$ cat config.mk
export PLATFORM = sky130hd
export DESIGN_NAME = mac_tx_flat
export DESIGN_NICKNAME = d
export VERILOG_FILES = /design/src/rtl/mac_tx_if.sv /design/src/rtl/mac_tx.sv /design/src/flat_wrapper.sv
export SDC_FILE = /design/constraint.sdc
export NUM_CORES = 1
export LEC_CHECK = 0
export CAP_MARGIN = 20
export CORE_ASPECT_RATIO = 0.7
export CORE_UTILIZATION = 56
export DETAILED_ROUTE_END_ITERATION = 12
export PLACE_DENSITY = 0.88
export SLEW_MARGIN = 20
export SYNTH_ARGS = -nofsm -noshare
export SYNTH_HDL_FRONTEND = slang
export SYNTH_SLANG_ARGS = --single-unit
$ cat constraint.sdc
create_clock -name i_sys_clk -period 11.9 [get_ports i_sys_clk]
set_input_delay 2.38 -clock i_sys_clk [delete_from_list [all_inputs] [get_ports i_sys_clk]]
set_output_delay 2.38 -clock i_sys_clk [all_outputs]
set_load 0.05 [all_outputs]
$ cat src/rtl/mac_tx_if.sv
// Request, payload and FIFO-write bundle for the Ethernet MAC transmit framer.
// The slave modport is the framer. The master modport is the upper-layer arbiter
// and the FIFO side.
interface mac_tx_if #(
  parameter int LEN_W = 14
);
  logic             i_tx_req;
  logic [47:0]      i_dst_mac;
  logic [15:0]      i_eth_type;
  logic [LEN_W-1:0] i_payload_len;
  logic             i_payload_valid;
  logic [7:0]       i_payload_data;
  logic             o_payload_ready;
  logic             o_tx_busy;
  logic             o_tx_done;
  logic             o_tx_drop;
  logic             i_data_fifo_full;
  logic             o_data_fifo_w_en;
  logic [7:0]       o_data_fifo_w_data;
  logic             i_len_fifo_full;
  logic             o_len_fifo_w_en;
  logic [LEN_W-1:0] o_len_fifo_w_data;

  modport slave (
    input  i_tx_req, i_dst_mac, i_eth_type, i_payload_len,
    input  i_payload_valid, i_payload_data, i_data_fifo_full, i_len_fifo_full,
    output o_payload_ready, o_tx_busy, o_tx_done, o_tx_drop,
    output o_data_fifo_w_en, o_data_fifo_w_data, o_len_fifo_w_en, o_len_fifo_w_data
  );

  modport master (
    output i_tx_req, i_dst_mac, i_eth_type, i_payload_len,
    output i_payload_valid, i_payload_data, i_data_fifo_full, i_len_fifo_full,
    input  o_payload_ready, o_tx_busy, o_tx_done, o_tx_drop,
    input  o_data_fifo_w_en, o_data_fifo_w_data, o_len_fifo_w_en, o_len_fifo_w_data
  );
endinterface

$ cat src/rtl/mac_tx.sv
// Ethernet MAC transmit framer. It serializes preamble/SFD, header, payload, zero
// pad and the CRC-32 FCS into the TX data FIFO, one byte per cycle. After the
// last FCS byte it pushes the total frame length into the TX length FIFO.
module mac_tx #(
  parameter logic [47:0] SRC_MAC     = 48'h00_0A_35_00_01_02,
  parameter int          LEN_W       = 14,
  parameter int          MIN_PAYLOAD = 46
) (
  input  logic    i_sys_clk,
  input  logic    i_rstn,
  mac_tx_if.slave bus
);

  typedef enum logic [2:0] {IDLE, PREAMBLE, HEADER, PAYLOAD, PAD, FCS, LEN} state_t;

  localparam logic [LEN_W-1:0] MIN_LEN = LEN_W'(MIN_PAYLOAD);
  localparam logic [LEN_W-1:0] MAX_LEN = LEN_W'(1500);
  localparam logic [LEN_W-1:0] ONE     = LEN_W'(1);

  state_t           state, state_nxt;
  logic [LEN_W-1:0] cnt;
  logic [31:0]      crc;
  logic             drop;
  logic [47:0]      dst_mac;
  logic [15:0]      eth_type;
  logic [LEN_W-1:0] pay_len, pad_len, frame_len;
  logic [LEN_W-1:0] pay_eff;
  logic             accept, reject, wr, ready;
  logic [7:0]       byte_out;

  // Reflected CRC-32 (poly 0xEDB88320), one byte, LSB first
  function automatic logic [31:0] crc_byte(input logic [31:0] c, input logic [7:0] d);
    logic [31:0] r;
    r = c ^ {24'h0, d};
    for (int i = 0; i < 8; i++) r = r[0] ? ((r >> 1) ^ 32'hEDB88320) : (r >> 1);
    return r;
  endfunction

  // Request qualification: oversize requests are rejected, never accepted
  always_comb begin
    pay_eff = (bus.i_payload_len < MIN_LEN) ? MIN_LEN : bus.i_payload_len;
    reject  = (state == IDLE) && bus.i_tx_req && (bus.i_payload_len > MAX_LEN);
    accept  = (state == IDLE) && bus.i_tx_req && !bus.i_len_fifo_full &&
              !(bus.i_payload_len > MAX_LEN);
  end

  // Next state and byte selection; any write advances the counter
  always_comb begin
    state_nxt = state;
    byte_out  = 8'h00;
    wr        = 1'b0;
    ready     = 1'b0;
    case (state)
      IDLE: if (accept) state_nxt = PREAMBLE;
      PREAMBLE: begin
        wr       = !bus.i_data_fifo_full;
        byte_out = (cnt == LEN_W'(7)) ? 8'hD5 : 8'h55;
        if (wr && cnt == LEN_W'(7)) state_nxt = HEADER;
      end
      HEADER: begin
        wr = !bus.i_data_fifo_full;
        case (cnt[3:0])
          4'd0:    byte_out = dst_mac[47:40];
          4'd1:    byte_out = dst_mac[39:32];
          4'd2:    byte_out = dst_mac[31:24];
          4'd3:    byte_out = dst_mac[23:16];
          4'd4:    byte_out = dst_mac[15:8];
          4'd5:    byte_out = dst_mac[7:0];
          4'd6:    byte_out = SRC_MAC[47:40];
          4'd7:    byte_out = SRC_MAC[39:32];
          4'd8:    byte_out = SRC_MAC[31:24];
          4'd9:    byte_out = SRC_MAC[23:16];
          4'd10:   byte_out = SRC_MAC[15:8];
          4'd11:   byte_out = SRC_MAC[7:0];
          4'd12:   byte_out = eth_type[15:8];
          default: byte_out = eth_type[7:0];
        endcase
        if (wr && cnt == LEN_W'(13))
          state_nxt = (pay_len != '0) ? PAYLOAD : ((pad_len != '0) ? PAD : FCS);
      end
      PAYLOAD: begin
        ready    = !bus.i_data_fifo_full;
        wr       = bus.i_payload_valid && !bus.i_data_fifo_full;
        byte_out = bus.i_payload_data;
        if (wr && (cnt + ONE) == pay_len) state_nxt = (pad_len != '0) ? PAD : FCS;
      end
      PAD: begin
        wr = !bus.i_data_fifo_full;
        if (wr && (cnt + ONE) == pad_len) state_nxt = FCS;
      end
      FCS: begin
        wr = !bus.i_data_fifo_full;
        case (cnt[1:0])
          2'd0:    byte_out = ~crc[7:0];
          2'd1:    byte_out = ~crc[15:8];
          2'd2:    byte_out = ~crc[23:16];
          default: byte_out = ~crc[31:24];
        endcase
        if (wr && cnt == LEN_W'(3)) state_nxt = LEN;
      end
      LEN:     state_nxt = IDLE;
      default: state_nxt = IDLE;
    endcase
  end

  // State register
  always_ff @(posedge i_sys_clk or negedge i_rstn) begin
    if (!i_rstn) state <= IDLE;
    else         state <= state_nxt;
  end

  // Byte counter, running CRC and drop pulse; all hold while the data FIFO is full
  always_ff @(posedge i_sys_clk or negedge i_rstn) begin
    if (!i_rstn) begin
      cnt  <= '0;
      crc  <= 32'hFFFF_FFFF;
      drop <= 1'b0;
    end else begin
      drop <= reject;
      if (state_nxt != state) cnt <= '0;
      else if (wr)            cnt <= cnt + ONE;
      if (state == PREAMBLE && state_nxt == HEADER)
        crc <= 32'hFFFF_FFFF;
      else if (wr && (state inside {HEADER, PAYLOAD, PAD}))
        crc <= crc_byte(crc, byte_out);
    end
  end

  // Request fields captured at acceptance; they are only read while busy
  always_ff @(posedge i_sys_clk) begin
    if (accept) begin
      dst_mac   <= bus.i_dst_mac;
      eth_type  <= bus.i_eth_type;
      pay_len   <= bus.i_payload_len;
      pad_len   <= pay_eff - bus.i_payload_len;
      frame_len <= pay_eff + LEN_W'(26);
    end
  end

  assign bus.o_payload_ready    = ready;
  assign bus.o_data_fifo_w_en   = wr;
  assign bus.o_data_fifo_w_data = wr ? byte_out : 8'h00;
  assign bus.o_tx_busy          = (state != IDLE);
  assign bus.o_tx_done          = (state == LEN);
  assign bus.o_len_fifo_w_en    = (state == LEN);
  assign bus.o_len_fifo_w_data  = (state == LEN) ? frame_len : '0;
  assign bus.o_tx_drop          = drop;

endmodule

$ cat src/flat_wrapper.sv
// flat-port wrapper written by rule: the top's interface ports become plain ports
module mac_tx_flat 
#(
  parameter logic [47:0] SRC_MAC     = 48'h00_0A_35_00_01_02,
  parameter int          LEN_W       = 14,
  parameter int          MIN_PAYLOAD = 46
)
  (i_sys_clk, i_rstn, bus_i_tx_req, bus_i_dst_mac, bus_i_eth_type, bus_i_payload_len, bus_i_payload_valid, bus_i_payload_data, bus_i_data_fifo_full, bus_i_len_fifo_full, bus_o_payload_ready, bus_o_tx_busy, bus_o_tx_done, bus_o_tx_drop, bus_o_data_fifo_w_en, bus_o_data_fifo_w_data, bus_o_len_fifo_w_en, bus_o_len_fifo_w_data);
  mac_tx_if #(.LEN_W(LEN_W)) bus_i ();
  input  logic i_sys_clk;
  input  logic i_rstn;
  input wire logic [$bits(bus_i.i_tx_req)-1:0] bus_i_tx_req;
  input wire logic [$bits(bus_i.i_dst_mac)-1:0] bus_i_dst_mac;
  input wire logic [$bits(bus_i.i_eth_type)-1:0] bus_i_eth_type;
  input wire logic [$bits(bus_i.i_payload_len)-1:0] bus_i_payload_len;
  input wire logic [$bits(bus_i.i_payload_valid)-1:0] bus_i_payload_valid;
  input wire logic [$bits(bus_i.i_payload_data)-1:0] bus_i_payload_data;
  input wire logic [$bits(bus_i.i_data_fifo_full)-1:0] bus_i_data_fifo_full;
  input wire logic [$bits(bus_i.i_len_fifo_full)-1:0] bus_i_len_fifo_full;
  output wire logic [$bits(bus_i.o_payload_ready)-1:0] bus_o_payload_ready;
  output wire logic [$bits(bus_i.o_tx_busy)-1:0] bus_o_tx_busy;
  output wire logic [$bits(bus_i.o_tx_done)-1:0] bus_o_tx_done;
  output wire logic [$bits(bus_i.o_tx_drop)-1:0] bus_o_tx_drop;
  output wire logic [$bits(bus_i.o_data_fifo_w_en)-1:0] bus_o_data_fifo_w_en;
  output wire logic [$bits(bus_i.o_data_fifo_w_data)-1:0] bus_o_data_fifo_w_data;
  output wire logic [$bits(bus_i.o_len_fifo_w_en)-1:0] bus_o_len_fifo_w_en;
  output wire logic [$bits(bus_i.o_len_fifo_w_data)-1:0] bus_o_len_fifo_w_data;
  assign bus_i.i_tx_req = bus_i_tx_req;
  assign bus_i.i_dst_mac = bus_i_dst_mac;
  assign bus_i.i_eth_type = bus_i_eth_type;
  assign bus_i.i_payload_len = bus_i_payload_len;
  assign bus_i.i_payload_valid = bus_i_payload_valid;
  assign bus_i.i_payload_data = bus_i_payload_data;
  assign bus_i.i_data_fifo_full = bus_i_data_fifo_full;
  assign bus_i.i_len_fifo_full = bus_i_len_fifo_full;
  assign bus_o_payload_ready = bus_i.o_payload_ready;
  assign bus_o_tx_busy = bus_i.o_tx_busy;
  assign bus_o_tx_done = bus_i.o_tx_done;
  assign bus_o_tx_drop = bus_i.o_tx_drop;
  assign bus_o_data_fifo_w_en = bus_i.o_data_fifo_w_en;
  assign bus_o_data_fifo_w_data = bus_i.o_data_fifo_w_data;
  assign bus_o_len_fifo_w_en = bus_i.o_len_fifo_w_en;
  assign bus_o_len_fifo_w_data = bus_i.o_len_fifo_w_data;
  mac_tx #(.SRC_MAC(SRC_MAC), .LEN_W(LEN_W), .MIN_PAYLOAD(MIN_PAYLOAD)) u_core (.i_sys_clk(i_sys_clk), .i_rstn(i_rstn), .bus(bus_i));
endmodule
[After elaboration in Yosys (flattened, before gate mapping)]
Index checks and enable logic that the tools add are counted.
Word-level totals
  logic and storage cells: 110
  input bits: 92
  flip-flop bits (word level): 156
Operators by class
  equality and inequality tests: 27
  reduce and logical (&&, ||, !) cells: 26
  $add $sub $neg: 3
  bitwise logic cells: 13
  magnitude comparators: 2
  mux-type cells: 30
Operator list (count)
  32-bit 2-to-1 mux: 10
  13-bit inverter with 14-bit output: 8
  8-bit case mux with 12 select lines: 1
  14-bit 2-to-1 mux: 4
  8-bit inverter: 4
  8-bit case mux with 4 select lines: 1
  32-bit by 8-bit bitwise XOR with 32-bit output: 1
  14-bit equality test: 2
  14-bit nonzero test: 2
  8-bit case mux with 3 select lines: 1
  3-bit 2-to-1 mux: 7
  4-bit equality test (second input constant): 5
  3-bit case mux with 6 select lines: 1
  4-bit by 3-bit equality test with 1-bit output (second input constant): 4
  8-bit 2-to-1 mux: 2
  14-bit by 1-bit adder with 14-bit output (second input constant): 1
  14-bit by 5-bit adder with 14-bit output (second input constant): 1
  14-bit by 2-bit equality test with 1-bit output (second input constant): 1
  14-bit by 3-bit equality test with 1-bit output (second input constant): 1
  14-bit by 4-bit equality test with 1-bit output (second input constant): 1
  14-bit by 11-bit > comparator with 1-bit output (second input constant): 1
  14-bit by 6-bit < comparator with 1-bit output (second input constant): 1
  14-bit subtractor: 1
  1-bit logical AND: 12
  18 further kinds: 28

[Logic depth before layout (Yosys ltp)]
  depth in word-level cells: 23
  mapped depth: 14
  gate-level depth less buffers: 11

[Worst setup path after synthesis]
No wires, ideal clock.
  kind: input port to flip-flop
  from: input port bus_i_payload_len[13]
  to: register u_core.cnt[4]
  library setup time: 0.119 ns
  cell stages on the path: 9
  slack: 0.389 ns
  data required time: 11.781 ns
  path buffers: 1
  arrival time: 11.392 ns
  cell sequence: or3_1 a21oi_1 o21ai_0 nor3_1 nor4_1 o41ai_1 a32o_1 buf_4 nor2_1
Between the ends
  cells in the longest elaborated chain, start to end: 7
RTL lines
  from (decl): line flat_wrapper.sv:15  | input wire logic [$bits(bus_i.i_payload_len)-1:0] bus_i_payload_len;
  14-bit by 11-bit > comparator with 1-bit output (*): line mac_tx.sv:44  | !(bus.i_payload_len > MAX_LEN);
  1-bit logical NOT (*): line mac_tx.sv:44
  1-bit logical AND (*): line mac_tx.sv:43  | accept = (state == IDLE) && bus.i_tx_req && !bus.i_len_fifo_full &&
  via u_core.accept: line mac_tx.sv:28  | logic accept, reject, wr, ready;
  3-bit 2-to-1 mux (*): line mac_tx.sv:54  | IDLE: if (accept) state_nxt = PREAMBLE;
  3-bit case mux with 6 select lines (*): line mac_tx.sv:53  | case (state)
  3-bit inequality test (*): line mac_tx.sv:120  | if (state_nxt != state) cnt <= '0;
  14-bit 2-to-1 mux or 2-bit nonzero test (tied branches)
  to (signal assigned): line mac_tx.sv:121  | else if (wr) cnt <= cnt + ONE;
  to (decl): line mac_tx.sv:21  | logic [LEN_W-1:0] cnt;
Mark *: on every way through the listed nets, which the timed path passes. The rest lies on a longest branch.
A chain may end at the register's enable or synchronous reset.

[Final worst setup path]
  from: input port bus_i_data_fifo_full
  to: output port bus_o_data_fifo_w_data[0]
Between the ends
  cells in the longest elaborated chain, start to end: 4
RTL lines
  from (decl): line flat_wrapper.sv:18  | input wire logic [$bits(bus_i.i_data_fifo_full)-1:0] bus_i_data_fifo_full;
  1-bit logical NOT (*)
  1-bit logical AND: line mac_tx.sv:83  | wr = bus.i_payload_valid && !bus.i_data_fifo_full;
  1-bit case mux with 2 select lines (*): line mac_tx.sv:53
  8-bit 2-to-1 mux (*): line mac_tx.sv:142  | assign bus.o_data_fifo_w_data = wr ? byte_out : 8'h00;
  to (decl): line flat_wrapper.sv:25  | output wire logic [$bits(bus_i.o_data_fifo_w_data)-1:0] bus_o_data_fifo_w_data;
Every way passes the cells marked *; elsewhere a longest branch is shown, timed or not.

==> results.txt <==
----------------------------------------------------
[Status]
  Run status ... complete, no violations

[Worst setup path]
  Largest fanout on the critical path ... 12
  Most used cell, CP ... clkdlybuf4s50_1
  Cell family contributing the most delay on the critical path ... buffers and inverters
  Crit Reg-Reg Startpoint ... u_core.cnt[0]
  RR Endpoint ... u_core.crc[17]
  Critical Path Slowest Stage Cell ... clkdlybuf4s50_1
  Kind of critical path ... in -> out
  Data required, critical path ... 9.52 ns
  Startpoint types ... primary input
  Critical Path Max Stage Delay ... 0.81 ns
  Cell-by-cell trace of the critical path ... clkdlybuf4s50_1, nor2_1, nand2_1, inv_1, and2_1, clkdlybuf4s50_1
  Buf+Inv Stages, Crit Path ... 3
  Register-to-Register Path Depth ... 10
  Arrival @ worst endpoint ... 4.98 ns
  Slack of the worst reg-to-reg path ... 7.33 ns
  Worst setup EP type ... output pin

[Global route]
  Total routing resource utilization after global routing ... 29.1%
  Wire length of the first global-routing pass ... 34500 µm
  Number of global-route vias before repair ... 6335
  Pin count of the biggest net entering global routing ... 55
  Global routing met1 resource utilization ... 42.3%
  Global Route met2 Usage ... 42.2%
  Met3 usage ... 7.77%
  Number of antenna violations at the first check in global routing ... 0
  Layer with the highest usage after global routing ... met1
  Sum of overflow across all layers after global routing ... 0

[Die]
  Initial Utilization ... 58.1%
  Die Wd ... 150 µm
  Count of boundary I/O pins ... 120
  Chip height ... 106 µm
  Area enclosed by the die boundary ... 15900 µm²
  Number of placement rows ... 37
  Area of the core ... 14900 µm²

[Place]
  Total instance count after detailed placement ... 1043
  Number of port buffers ... 119
  Placer Congestion ... 0.895
  Worst slack, placed ... 4.59 ns
  Estimated wirelength of the detail-placed design ... 15200 µm

[Clocking]
  Clock Root Buffer ... clkbuf_16
  TritonCTS clock tree ... built
  Clock Sink Count ... 156
  Reg clk slew, reported paths ... 0.07 ns
  Maximum buffer depth of the clock tree ... 2
  Total CTS buffers ... 17
  Source-to-sink clock delay at the later pin of the worst-skew pair ... 0.44 ns
  Post-CTS Setup Inserts ... 0
  H-tree levels ... 4
  Number of instances resized during post-cts repair ... 0
  Quantity of hold-fixing buffers added after cts ... 0

[Yosys]
  Netlist cell types ... 69
  Number of standard cells after synthesis ... 763
  Total of warnings raised by yosys ... 0
  Proportion of synthesized chip area in sequential cells ... 51.8%
  Post-synthesis cell area ... 8640 µm²
  Number of enable-type register cells in the synthesized netlist ... 106
  Async SR Flop Fraction ... 32.1%
  Post-synthesis area per instance ... 11.3 µm²
  FF+latch count, synth ... 156
  Most instantiated flip-flop cell in the synthesis netlist ... edfxtp_1

[Power and ir drop]
  Comb pwr share ... 50.3%
  Maximum vdd drop ... 0.178 mV
  Clock network power share ... 20.2%
  Sw Ratio ... 38.1%
  Flop pwr share ... 29.5%
  Static Leak ... 3.80 nW
  Internal portion of total power ... 0.00163 W
  Total design power ... 0.00264 W
  Power per standard cell area ... 251 nW/µm²
  Net load switching power ... 0.00100 W

[Finish]
  Proportion of layout cells with a drive suffix above 1 ... 10.2%
  Final cell count without fillers ... 1075
  Fill cell instance count of the final layout ... 974
  Sequential cell area ... 4470 µm²
  Number of nets in the layout ... 965
  Most frequent cells in the layout ... clkdlybuf4s50_1, edfxtp_1, xnor2_1, nor2_1, nand2_1
  Number of antenna cells inserted ... 0
  Multi-input gate area in the final layout ... 3920 µm²
  Synthesis-to-finish area growth ... 21.8%
  Most common library cell in the layout ignoring fill and taps ... clkdlybuf4s50_1

[Route]
  Detailed Route Iter0 Violations ... 820
  Vias per inst ... 6.17
  Total routed wirelength ... 21900 µm
  DR WL/cell ... 20.4 µm
  Via count ... 6631
  Number of nets with antenna violations after detailed routing ... 0
  Count of unresolved DRC violations after routing ... 0
  Detailed-routing iteration count for the pre-antenna-repair pass ... 5

[Hold path]
  Hold Path Origin ... u_core.crc[11]
  Min-Delay Path Depth ... 2
  Worst min-delay path class ... reg -> reg
  Capture endpoint of the worst hold path ... u_core.crc[11]

[STA]
  Final period utilization ... 61.8%
  Max Fclk ... 136 MHz
  Fin worst setup slack ... 4.54 ns
  Number of endpoints failing setup at the final stage ... 0
  Final Hold Viols ... 0
  Final number of max-transition violations ... 0
  Relative slew slack ... 34.5%
  Total negative setup slack ... 0 ns
  Least-Margin Pin Slew ... 0.983 ns
  Minimum clock period after layout ... 7.36 ns
  Worst Clk Skew ... 0.0110 ns
  Unrepaired setup endpoints after global routing ... false

[Run]
  Total of max-cap violations ... 0

----------------------------------------------------
-- flip-flops by register name, summed over array words and instances, names as in the netlist --
name,cells
u_core.bus.o_tx_drop,1
u_core.cnt,14
u_core.crc,32
u_core.dst_mac,48
u_core.eth_type,16
u_core.frame_len,14
u_core.pad_len,14
u_core.pay_len,14
u_core.state,3
-- power by group through the flow --
stage / combinational, W / sequential, W / clock [W]
after floorplan: 0.00104 / 0.000751 / 0
after global placement: 0.00126 / 0.000779 / 0
after detailed placement: 0.00130 / 0.000783 / 0
after CTS: 0.00131 / 0.000775 / 0.000534
after global routing: 0.00142 / 0.000788 / 0.000557
final: 0.00133 / 0.000779 / 0.000532
-- cell type report --
type | instances | share of cell area, %
multi-input cells | 550 | 37.3
clock buffers | 17 | 4.04
inverters | 14 | 0.500
repair buffers | 128 | 11.9
flip-flops and latches | 156 | 42.5
well taps | 195 | 2.32
clock inverters | 15 | 1.44
-- worst max-delay path by stage --
stage | start | to | slack (ns) | cells after the start
floorplan | bus_i_payload_len[13] | u_core.cnt[4] | 0.39 | 9
global placement | bus_i_data_fifo_full | bus_o_data_fifo_w_data[0] | 4.62 | 6
detailed placement | bus_i_data_fifo_full | bus_o_data_fifo_w_data[0] | 4.59 | 6
CTS | bus_i_data_fifo_full | bus_o_data_fifo_w_data[0] | 4.59 | 6
global route | bus_i_data_fifo_full | bus_o_data_fifo_w_data[0] | 4.37 | 6
finish | bus_i_data_fifo_full | bus_o_data_fifo_w_data[0] | 4.54 | 6
-- per-stage QoR --
| stage | hold slack (ns) | util, % | cell area [µm²] |
|---|---|---|---|
| after CTS | 0.519 | 70.8 | 10500 |
| after detailed placement | 0.505 | 66.9 | 9940 |
| after floorplan | 0.486 | - | 8650 |
| after global placement | 0.498 | 66.9 | 9940 |
| final | 0.522 | 70.8 | 10500 |
| after global routing | 0.533 | 70.8 | 10500 |
-- cells in the mapped netlist (5+ instances only) --
library cell	n	area share [%]
nand2_1	43	1.9
a21oi_1	41	2.4
nor2_1	67	2.9
o21ai_0	17	0.99
nand4_1	9	0.65
nand2b_1	17	1.2
inv_1	14	0.61
xnor2_1	79	8.0
o211ai_1	7	0.61
nor4_1	15	1.1
buf_4	9	0.78
nand3_1	16	0.93
clkbuf_1	27	1.2
nand3b_1	5	0.43
dfrtp_1	18	5.2
and2_1	20	1.4
xor2_1	25	2.5
o22ai_1	6	0.43
or4_1	7	0.61
o21a_1	5	0.43
xnor3_1	14	3.7
nor2b_1	22	1.6
or3_1	5	0.36
ha_1	6	0.87
and3_1	5	0.36
a22oi_1	8	0.70
edfxtp_1	106	37
nor3_1	25	1.4
dfstp_2	32	9.7
buf_2	7	0.41
-- metal layers --
layer | vias to the layer above | part of all wire [%] | wire length [µm]
li1 | 2988 | - | -
met1 | 3176 | 43 | 9370
met2 | 422 | 45 | 9870
met3 | 45 | 10 | 2270
met4 | 0 | 2.0 | 440
met5 | - | 0 | 0
-- logic make-up (layout without fill, tap and decap cells) --
logic type	count (synthesis)	count (layout)	synth area share [%]
buffers and inverters	60	174	3.19
multiplexers	4	4	0.478
AND/OR/NAND/NOR	272	272	16.5
other	1	4	0.0434
flip-flops	156	156	51.8
adder cells (fa/ha/maj)	6	6	0.869
AO/OA/AOI/OAI	139	139	11.2
XOR/XNOR	125	125	15.9
-- worst min-delay path, stage by stage (launching register included) --
cell and delay [ns]:
dfstp_2 0.38, nand2_1 0.05, o211ai_1 0.08
Note: power is estimated with default switching activity, not from simulation.
